## src/rtl/mem_arbiter_if.sv

```systemverilog
// Bus bundle between the CPU/I/O masters, the arbiter and the SRAM controller port.
// The slave modport is the arbiter's view; master is the surrounding environment.
interface mem_arbiter_if;
   logic [17:0] cpu_addr;
   logic [35:0] cpu_wdata;
   logic        cpu_read;
   logic        cpu_write;
   logic        cpu_user;
   logic        cpu_ack;
   logic [17:0] io_addr;
   logic [35:0] io_wdata;
   logic        io_read;
   logic        io_write;
   logic        io_ack;
   logic [35:0] rd_data;
   logic        nxm;
   logic [17:0] mem_addr;
   logic [35:0] mem_write_data;
   logic        mem_read;
   logic        mem_write;
   logic        mem_user;
   logic [35:0] mem_read_data;
   logic        mem_ack;

   modport slave (
      input  cpu_addr, cpu_wdata, cpu_read, cpu_write, cpu_user,
      input  io_addr, io_wdata, io_read, io_write,
      input  mem_read_data, mem_ack,
      output cpu_ack, io_ack, rd_data, nxm,
      output mem_addr, mem_write_data, mem_read, mem_write, mem_user
   );

   modport master (
      output cpu_addr, cpu_wdata, cpu_read, cpu_write, cpu_user,
      output io_addr, io_wdata, io_read, io_write,
      output mem_read_data, mem_ack,
      input  cpu_ack, io_ack, rd_data, nxm,
      input  mem_addr, mem_write_data, mem_read, mem_write, mem_user
   );
endinterface

```

## src/rtl/mem_arbiter.sv

```systemverilog
// Two-master (CPU, I/O) arbiter onto the SRAM controller port with NXM timeout.
// Define MEM_ARB_RR_EN for round-robin arbitration; default is fixed I/O-over-CPU priority.
module mem_arbiter #(
   parameter int TIMEOUT = 255,
   parameter int TW      = 8
) (
   input logic         clk,
   input logic         reset_n,
   mem_arbiter_if.slave bus
);

   typedef enum logic [1:0] {IDLE, BUSY, HOLD, DRAIN} state_t;
   typedef enum logic [1:0] {G_NONE, G_CPU, G_IO} grant_t;

   state_t        state, state_n;
   grant_t        grant, grant_n;
   logic [TW-1:0] cnt, cnt_n;
   logic          ack, ack_n;
   logic          nxm, nxm_n;
   logic          mrd, mrd_n;
   logic          mwr, mwr_n;
   logic [35:0]   rdat, rdat_n;

   logic cpu_req, io_req, gnt_req, pick_io;

   assign cpu_req = bus.cpu_read | bus.cpu_write;
   assign io_req  = bus.io_read  | bus.io_write;
   assign gnt_req = (grant == G_CPU) ? cpu_req :
                    (grant == G_IO)  ? io_req  : 1'b0;

`ifdef MEM_ARB_RR_EN
   // last_io: which master was served last; the other one wins a collision
   logic last_io;
   assign pick_io = io_req & (~cpu_req | ~last_io);

   always_ff @(posedge clk or negedge reset_n) begin
      if (!reset_n)                               last_io <= 1'b0;
      else if (state_n == DRAIN && state != DRAIN) last_io <= (grant == G_IO);
   end
`else
   assign pick_io = io_req;
`endif

   always_ff @(posedge clk or negedge reset_n) begin
      if (!reset_n) begin
         state <= IDLE;
         grant <= G_NONE;
         cnt   <= '0;
         ack   <= 1'b0;
         nxm   <= 1'b0;
         mrd   <= 1'b0;
         mwr   <= 1'b0;
         rdat  <= '0;
      end else begin
         state <= state_n;
         grant <= grant_n;
         cnt   <= cnt_n;
         ack   <= ack_n;
         nxm   <= nxm_n;
         mrd   <= mrd_n;
         mwr   <= mwr_n;
         rdat  <= rdat_n;
      end
   end

   always_comb begin
      state_n = state;
      grant_n = grant;
      cnt_n   = cnt;
      ack_n   = ack;
      nxm_n   = 1'b0;
      mrd_n   = mrd;
      mwr_n   = mwr;
      rdat_n  = rdat;
      case (state)
         IDLE: if (cpu_req || io_req) begin
            grant_n = pick_io ? G_IO : G_CPU;
            // read+write together is a write
            mwr_n   = pick_io ? bus.io_write : bus.cpu_write;
            mrd_n   = ~mwr_n;
            cnt_n   = '0;
            state_n = BUSY;
         end
         BUSY: begin
            if (!gnt_req) begin
               mrd_n   = 1'b0;
               mwr_n   = 1'b0;
               state_n = DRAIN;
            end else if (bus.mem_ack) begin
               ack_n   = 1'b1;
               if (mrd) rdat_n = bus.mem_read_data;
               state_n = HOLD;
            end else begin
               cnt_n = cnt + 1'b1;
               if (cnt_n == TW'(TIMEOUT)) begin
                  nxm_n   = 1'b1;
                  rdat_n  = '0;
                  ack_n   = 1'b1;
                  state_n = HOLD;
               end
            end
         end
         HOLD: if (!gnt_req) begin
            ack_n   = 1'b0;
            mrd_n   = 1'b0;
            mwr_n   = 1'b0;
            state_n = DRAIN;
         end
         DRAIN: if (!bus.mem_ack) begin
            state_n = IDLE;
            grant_n = G_NONE;
            cnt_n   = '0;
         end
         default: state_n = IDLE;
      endcase
   end

   assign bus.cpu_ack   = ack & (grant == G_CPU);
   assign bus.io_ack    = ack & (grant == G_IO);
   assign bus.rd_data   = rdat;
   assign bus.nxm       = nxm;
   assign bus.mem_read  = mrd;
   assign bus.mem_write = mwr;

   // Address/data pass straight through so the granted master owns their stability
   always_comb begin
      bus.mem_addr       = '0;
      bus.mem_write_data = '0;
      bus.mem_user       = 1'b0;
      case (grant)
         G_CPU: begin
            bus.mem_addr       = bus.cpu_addr;
            bus.mem_write_data = bus.cpu_wdata;
            bus.mem_user       = bus.cpu_user;
         end
         G_IO: begin
            bus.mem_addr       = bus.io_addr;
            bus.mem_write_data = bus.io_wdata;
         end
         default: ;
      endcase
   end

endmodule

```

## src/flat_wrapper.sv

```systemverilog
// flat-port wrapper written by rule: the top's interface ports become plain ports
module mem_arbiter_flat 
#(
   parameter int TIMEOUT = 255,
   parameter int TW      = 8
)
  (clk, reset_n, bus_cpu_addr, bus_cpu_wdata, bus_cpu_read, bus_cpu_write, bus_cpu_user, bus_io_addr, bus_io_wdata, bus_io_read, bus_io_write, bus_mem_read_data, bus_mem_ack, bus_cpu_ack, bus_io_ack, bus_rd_data, bus_nxm, bus_mem_addr, bus_mem_write_data, bus_mem_read, bus_mem_write, bus_mem_user);
  mem_arbiter_if bus_i ();
  input logic clk;
  input logic reset_n;
  input wire logic [$bits(bus_i.cpu_addr)-1:0] bus_cpu_addr;
  input wire logic [$bits(bus_i.cpu_wdata)-1:0] bus_cpu_wdata;
  input wire logic [$bits(bus_i.cpu_read)-1:0] bus_cpu_read;
  input wire logic [$bits(bus_i.cpu_write)-1:0] bus_cpu_write;
  input wire logic [$bits(bus_i.cpu_user)-1:0] bus_cpu_user;
  input wire logic [$bits(bus_i.io_addr)-1:0] bus_io_addr;
  input wire logic [$bits(bus_i.io_wdata)-1:0] bus_io_wdata;
  input wire logic [$bits(bus_i.io_read)-1:0] bus_io_read;
  input wire logic [$bits(bus_i.io_write)-1:0] bus_io_write;
  input wire logic [$bits(bus_i.mem_read_data)-1:0] bus_mem_read_data;
  input wire logic [$bits(bus_i.mem_ack)-1:0] bus_mem_ack;
  output wire logic [$bits(bus_i.cpu_ack)-1:0] bus_cpu_ack;
  output wire logic [$bits(bus_i.io_ack)-1:0] bus_io_ack;
  output wire logic [$bits(bus_i.rd_data)-1:0] bus_rd_data;
  output wire logic [$bits(bus_i.nxm)-1:0] bus_nxm;
  output wire logic [$bits(bus_i.mem_addr)-1:0] bus_mem_addr;
  output wire logic [$bits(bus_i.mem_write_data)-1:0] bus_mem_write_data;
  output wire logic [$bits(bus_i.mem_read)-1:0] bus_mem_read;
  output wire logic [$bits(bus_i.mem_write)-1:0] bus_mem_write;
  output wire logic [$bits(bus_i.mem_user)-1:0] bus_mem_user;
  assign bus_i.cpu_addr = bus_cpu_addr;
  assign bus_i.cpu_wdata = bus_cpu_wdata;
  assign bus_i.cpu_read = bus_cpu_read;
  assign bus_i.cpu_write = bus_cpu_write;
  assign bus_i.cpu_user = bus_cpu_user;
  assign bus_i.io_addr = bus_io_addr;
  assign bus_i.io_wdata = bus_io_wdata;
  assign bus_i.io_read = bus_io_read;
  assign bus_i.io_write = bus_io_write;
  assign bus_i.mem_read_data = bus_mem_read_data;
  assign bus_i.mem_ack = bus_mem_ack;
  assign bus_cpu_ack = bus_i.cpu_ack;
  assign bus_io_ack = bus_i.io_ack;
  assign bus_rd_data = bus_i.rd_data;
  assign bus_nxm = bus_i.nxm;
  assign bus_mem_addr = bus_i.mem_addr;
  assign bus_mem_write_data = bus_i.mem_write_data;
  assign bus_mem_read = bus_i.mem_read;
  assign bus_mem_write = bus_i.mem_write;
  assign bus_mem_user = bus_i.mem_user;
  mem_arbiter #(.TIMEOUT(TIMEOUT), .TW(TW)) u_core (.clk(clk), .reset_n(reset_n), .bus(bus_i));
endmodule
```

## config.mk

```make
export PLATFORM = sky130hd
export DESIGN_NAME = mem_arbiter_flat
export DESIGN_NICKNAME = d
export VERILOG_FILES = /design/src/rtl/mem_arbiter_if.sv /design/src/rtl/mem_arbiter.sv /design/src/flat_wrapper.sv
export SDC_FILE = /design/constraint.sdc
export NUM_CORES = 1
export LEC_CHECK = 0
export ABC_AREA = 1
export BUFFER_PORTS_ARGS = -buffer_cell sky130_fd_sc_hd__buf_2
export CAP_MARGIN = 0
export CORE_ASPECT_RATIO = 0.5
export CORE_MARGIN = 4
export CORE_UTILIZATION = 43
export CTS_CLUSTER_DIAMETER = 120
export CTS_CLUSTER_SIZE = 14
export DETAILED_ROUTE_END_ITERATION = 7
export PLACE_DENSITY = 0.89
export SLEW_MARGIN = 10
export SYNTH_ARGS = -nofsm -noshare
export SYNTH_HDL_FRONTEND = slang
export SYNTH_SLANG_ARGS = --single-unit
export TNS_END_PERCENT = 30
```

## constraint.sdc

```tcl
create_clock -name clk -period 2.37 [get_ports clk]
set_input_delay 0.474 -clock clk [delete_from_list [all_inputs] [get_ports clk]]
set_output_delay 0.474 -clock clk [all_outputs]
set_load 0.03 [all_outputs]
```

; Yosys cells after proc, flatten, opt, wreduce, memory -nomap -nowiden
; Index checks and enable logic that the tools add are counted.
[op_classes]
add_sub_neg = 1
multipliers = 0
n_div = 0
order_cmp = 0
eq_ne = 15
shifts = 0
muxes = 37
n_bitwise = 5
reduce_logical = 14
[ops]
columns = operator, count
row1 = 36-bit 2-to-1 mux, 3
row2 = 36-bit one-hot mux with 2 select lines, 1
row3 = 18-bit one-hot mux with 2 select lines, 1
row4 = 8-bit 2-to-1 mux, 4
row5 = 8-bit one-hot mux with 3 select lines, 1
row6 = 2-bit 2-to-1 mux, 8
row7 = 1-bit 2-to-1 mux, 14
row8 = 4-bit AND reduction, 3
row9 = "8-bit by 1-bit adder with 8-bit output, second input constant", 1
row10 = "8-bit equality test, second input constant", 1
row11 = "2-bit inequality test, second input constant", 4
row12 = 2-bit one-hot mux with 4 select lines, 1
row13 = 2-bit nonzero test, 4
row14 = "2-bit equality test, second input constant", 3
row15 = "2-bit by 1-bit inequality test with 1-bit output, second input constant", 3
row16 = 1-bit one-hot mux with 2 select lines, 3
row17 = 3-bit AND reduction, 2
row18 = 5-bit AND reduction, 1
row19 = "2-bit by 1-bit equality test with 1-bit output, second input constant", 2
row20 = "4-bit inequality test, second input constant", 1
row21 = 2-bit one-hot mux with 2 select lines, 1
row22 = "3-bit by 2-bit inequality test with 1-bit output, second input constant", 1
row23 = 3-bit nonzero test, 1
row24 = 1-bit bitwise AND, 2
row25 = 5 further kinds, 6
[totals]
ff_bits = 52
latchBits = 0
ram_bits = 0
romBits = 0
inputBits = 152
out_inout_bits = 96
wordCells = 80
mem_count = 0

; Depth between registers and ports, before layout
[logic_depth]
word_depth = 6
mapped_depth = 12
mapped_depth_nobuf = 12

; Worst setup path after synthesis
; Ideal clock, no wire load.
[synth_timing]
kind = register -> output
start = reg u_core.grant[1]
end = out bus_mem_addr[11]
t_arrival_ns = 1.737
t_required_ns = 1.896
slack_ns = 0.159
path_stages_with_launch = 7
n_path_buf = 2
cell_sequence = dfrtp_1 > inv_1 > ha_1 > clkbuf_1 > clkbuf_1 > nand2_1 > a21oi_1
[synth_via]
elab_chain_len = 2
word_cells_on_any_way = 3
cone_classes = eq/ne (2) / mux (1)
[synth_rtl]
columns = element, line
row1 = "start, declared", mem_arbiter.sv:16  ; grant_t grant, grant_n;
row2 = "start signal, assigned", mem_arbiter.sv:56  ; grant <= grant_n;
row3 = 2-bit equality test / 2-bit by 1-bit equality test with 1-bit output (equally long branches), mem_arbiter.sv:130  ; case (grant)
row4 = 18-bit one-hot mux with 2 select lines *, mem_arbiter.sv:130
row5 = "end, declared", flat_wrapper.sv:26  ; output wire logic [$bits(bus_i.mem_addr)-1:0] bus_mem_addr;
; Every way passes the cells marked *; elsewhere a longest branch is shown, timed or not.

; Worst setup path after layout
[layout_timing]
start = reg u_core.grant[0]
end = out bus_mem_write_data[11]
[layout_via]
elab_chain_len = 2
word_cells_on_any_way = 3
cone_classes = eq/ne (2) / mux (1)
[layout_rtl]
columns = element, line
row1 = 2-bit equality test / 2-bit by 1-bit equality test with 1-bit output (equally long branches), mem_arbiter.sv:130
row2 = 36-bit one-hot mux with 2 select lines *, mem_arbiter.sv:130
row3 = "end, declared", flat_wrapper.sv:27  ; output wire logic [$bits(bus_i.mem_write_data)-1:0] bus_mem_write_data;
; Marked as above.

==> out/qor.txt <==
Status = complete, no violations
Starting density of the core = 45.4%
Worst slew pin tran = 0.734 ns
Seq/Total Area, Yosys = 34.8%
CP arrival = 1.82 ns
Initial antenna violation count = 1
CTS clk-pin slew, worst paths = 0.07 ns
Crit path launch type = flop
# setup viols final = 0
Setup TNS = 0 ns
Setup CP Type = flop to primary output
Mean post-synth cell area = 6.60 µm²
VDD IR max = 0.000506 V
Final hold vios = 0
#FFs+latches synth = 52
Fin crit share = 96.6%
DIE AREA = 10300 µm²
Worst R2R Path Depth = 10
Largest net degree at the start of global routing = 47
CTS buffer count = 5
Rows = 23
Gr usage total = 24.9%
Vias in the first global route = 4262
Number of antenna diodes = 0
DRT Wirelength = 13800 µm
Worst hold-check path type = input pin to async pin
Tmin final = 2.29 ns
Filler cell count = 700
Clk_skew = 0.00732 ns
PortBufs = 247
Core area = 8230 µm²
H-tree depth = 2
Congestion Overflow GR = 0
Critical Path End Type = primary output
Via count = 4489
First-pass DRT Iterations = 5
Proportion of layout cells with a drive suffix above 1 = 38.9%
Hold WS = 0.242 ns
F_max = 437 MHz
Max-cap violations = 0
Nets = 962
Dpl hpwl = 10700 µm
PD cells = 1200 nW/µm²
I/O pin total = 248
Place WS = 0.136 ns
Hold Buf Count CTS = 0
Required time of the critical path = 1.90 ns
Final ANT Viol Nets = 0
CTS tree = yes
Post-Place Cells = 906
Vias per cell = 4.91
Final setup margin = 0.0794 ns
Clock Latency Late Sink = 0.29 ns
Worst r2r dst = u_core.bus.rd_data[3]
Syn nets = 727
Die height = 73.9 µm
Setup bufs post-CTS = 0
Max-slew violations = 0
Routed length per instance = 15.1 µm
Ys Warns = 0
DRT iter0 DRCs = 371
Leak = 0.00318 µW
Max clock buf depth = 2
Largest fanout on the critical path = 42
Clk sink count = 52
Global-route wire length before repair = 20900 µm
Post-layout util = 63.9%
Worst slew margin = 51.1%
Die Width = 140 µm
Worst flop-to-flop path startpoint = u_core.grant[1]
Cell Area, Synth = 3730 µm²
Synth Instances = 566
Yosys cell types = 22
Remaining DRCs = 0
Gpl congestion = 0.986
Area growth syn-to-layout = 40.8%
Clk root buf = clkbuf_16
Final cell count without fillers = 914
RSZ-0062 raised after global routing = false
R2R setup slack = 0.18 ns
==> registers in the layout, summed over array words and instances, names as in the netlist <==
signal,cells
u_core.bus.rd_data,36
u_core.cnt,8
u_core.grant,2
u_core.state,2
u_core.ack,1
u_core.bus.mem_read,1
u_core.bus.mem_write,1
u_core.bus.nxm,1
==> layout by cell type, fill, tap and decap left out, types with 10 or more instances in the layout <==
cell     count
inv_1       66
nor2_1      12
nand2_1    259
buf_2      246
dfrtp_1     52
o21ai_0     15
nand3_2     30
nand3_1     19
buf_4       10
a21oi_1     56
==> synthesized netlist by cell type, drive strengths merged <==
| cell type | instances | area, µm² |
|---|---|---|
| nand2 | 263 | 1000 |
| inv | 66 | 248 |
| a21oi | 58 | 290 |
| dfrtp | 52 | 1300 |
| nand3 | 50 | 413 |
| o21ai | 17 | 85.1 |
| buf | 16 | 116 |
| clkbuf | 16 | 60.1 |
| nor2 | 16 | 80.1 |
| ha | 9 | 113 |
| nand4 | 1 | 12.5 |
| nor3 | 1 | 5.00 |
| xor2 | 1 | 8.76 |
==> worst max-delay path, cell delays in order (launching register included) <==
cell and delay, ns:
dfrtp_1 0.36, inv_1 0.08, ha_4 0.54, buf_4 0.27, a21oi_1 0.07, buf_2 0.18
==> power breakdown <==
group | switching [µW] | internal [µW] | total [µW]
sequential | 257 | 1220 | 1470
combinational | 2810 | 1210 | 4020
clock | 337 | 502 | 840
total | 3410 | 2930 | 6330
==> metal layers <==
metal | vias to the layer above | part of all wire [%] | global-route usage, %
met5 | - | 0.14 | 0
met3 | 33 | 7.5 | 3.84
li1 | 2209 | - | -
met2 | 201 | 49 | 43.0
met1 | 2044 | 41 | 32.9
met4 | 2 | 2.1 | 7.52
==> stage by stage <==
stage / area (µm²) / power, µW
global route: 5260 / 6720
floorplan: 3730 / 4170
CTS: 5240 / 6330
detailed placement: 5060 / 5430
finish: 5260 / 6330
global placement: 5060 / 5330
==> cell type report <==
cell class	instances	area, µm²	area share (%)
Sequential cell	52	1300	24.8
Clock buffer	5	125	2.38
Inverter	66	248	4.71
Timing Repair Buffer	260	1370	26.0
Multi-Input combinational cell	416	2030	38.6
Clock inverter	3	46.3	0.881
Tap cell	112	140	2.67
==> worst max path at each step <==
stage	start	endpoint	slack, ns
6_report	u_core.grant[0]	bus_mem_write_data[11]	0.08
5_1_grt	u_core.grant[0]	bus_mem_write_data[11]	0.01
4_1_cts	u_core.grant[0]	bus_mem_write_data[27]	0.003
3_5_place_dp	u_core.grant[0]	bus_mem_write_data[11]	0.14
3_3_place_gp	u_core.grant[0]	bus_mem_write_data[19]	0.21
2_1_floorplan	u_core.grant[1]	bus_mem_addr[11]	0.16
==> cell families (layout without fill, tap and decap cells) <==
logic type	Yosys count	count (layout)	share of synthesized area, %
compound gates	75	75	10.1
xor+xnor	1	1	0.235
fa+ha+maj	9	9	3.02
buf+inv	98	334	11.4
flops	52	52	34.8
simple gates	331	331	40.5
==> what timing repair did <==
| item | 4_1_cts | 5_1_grt |
|---|---|---|
| resized for setup | 1 | 4 |
| endpoints found under the setup margin | 18 | 2 |
| endpoints found under the hold margin | 0 | 0 |
Power figures use the tool's default switching activity.
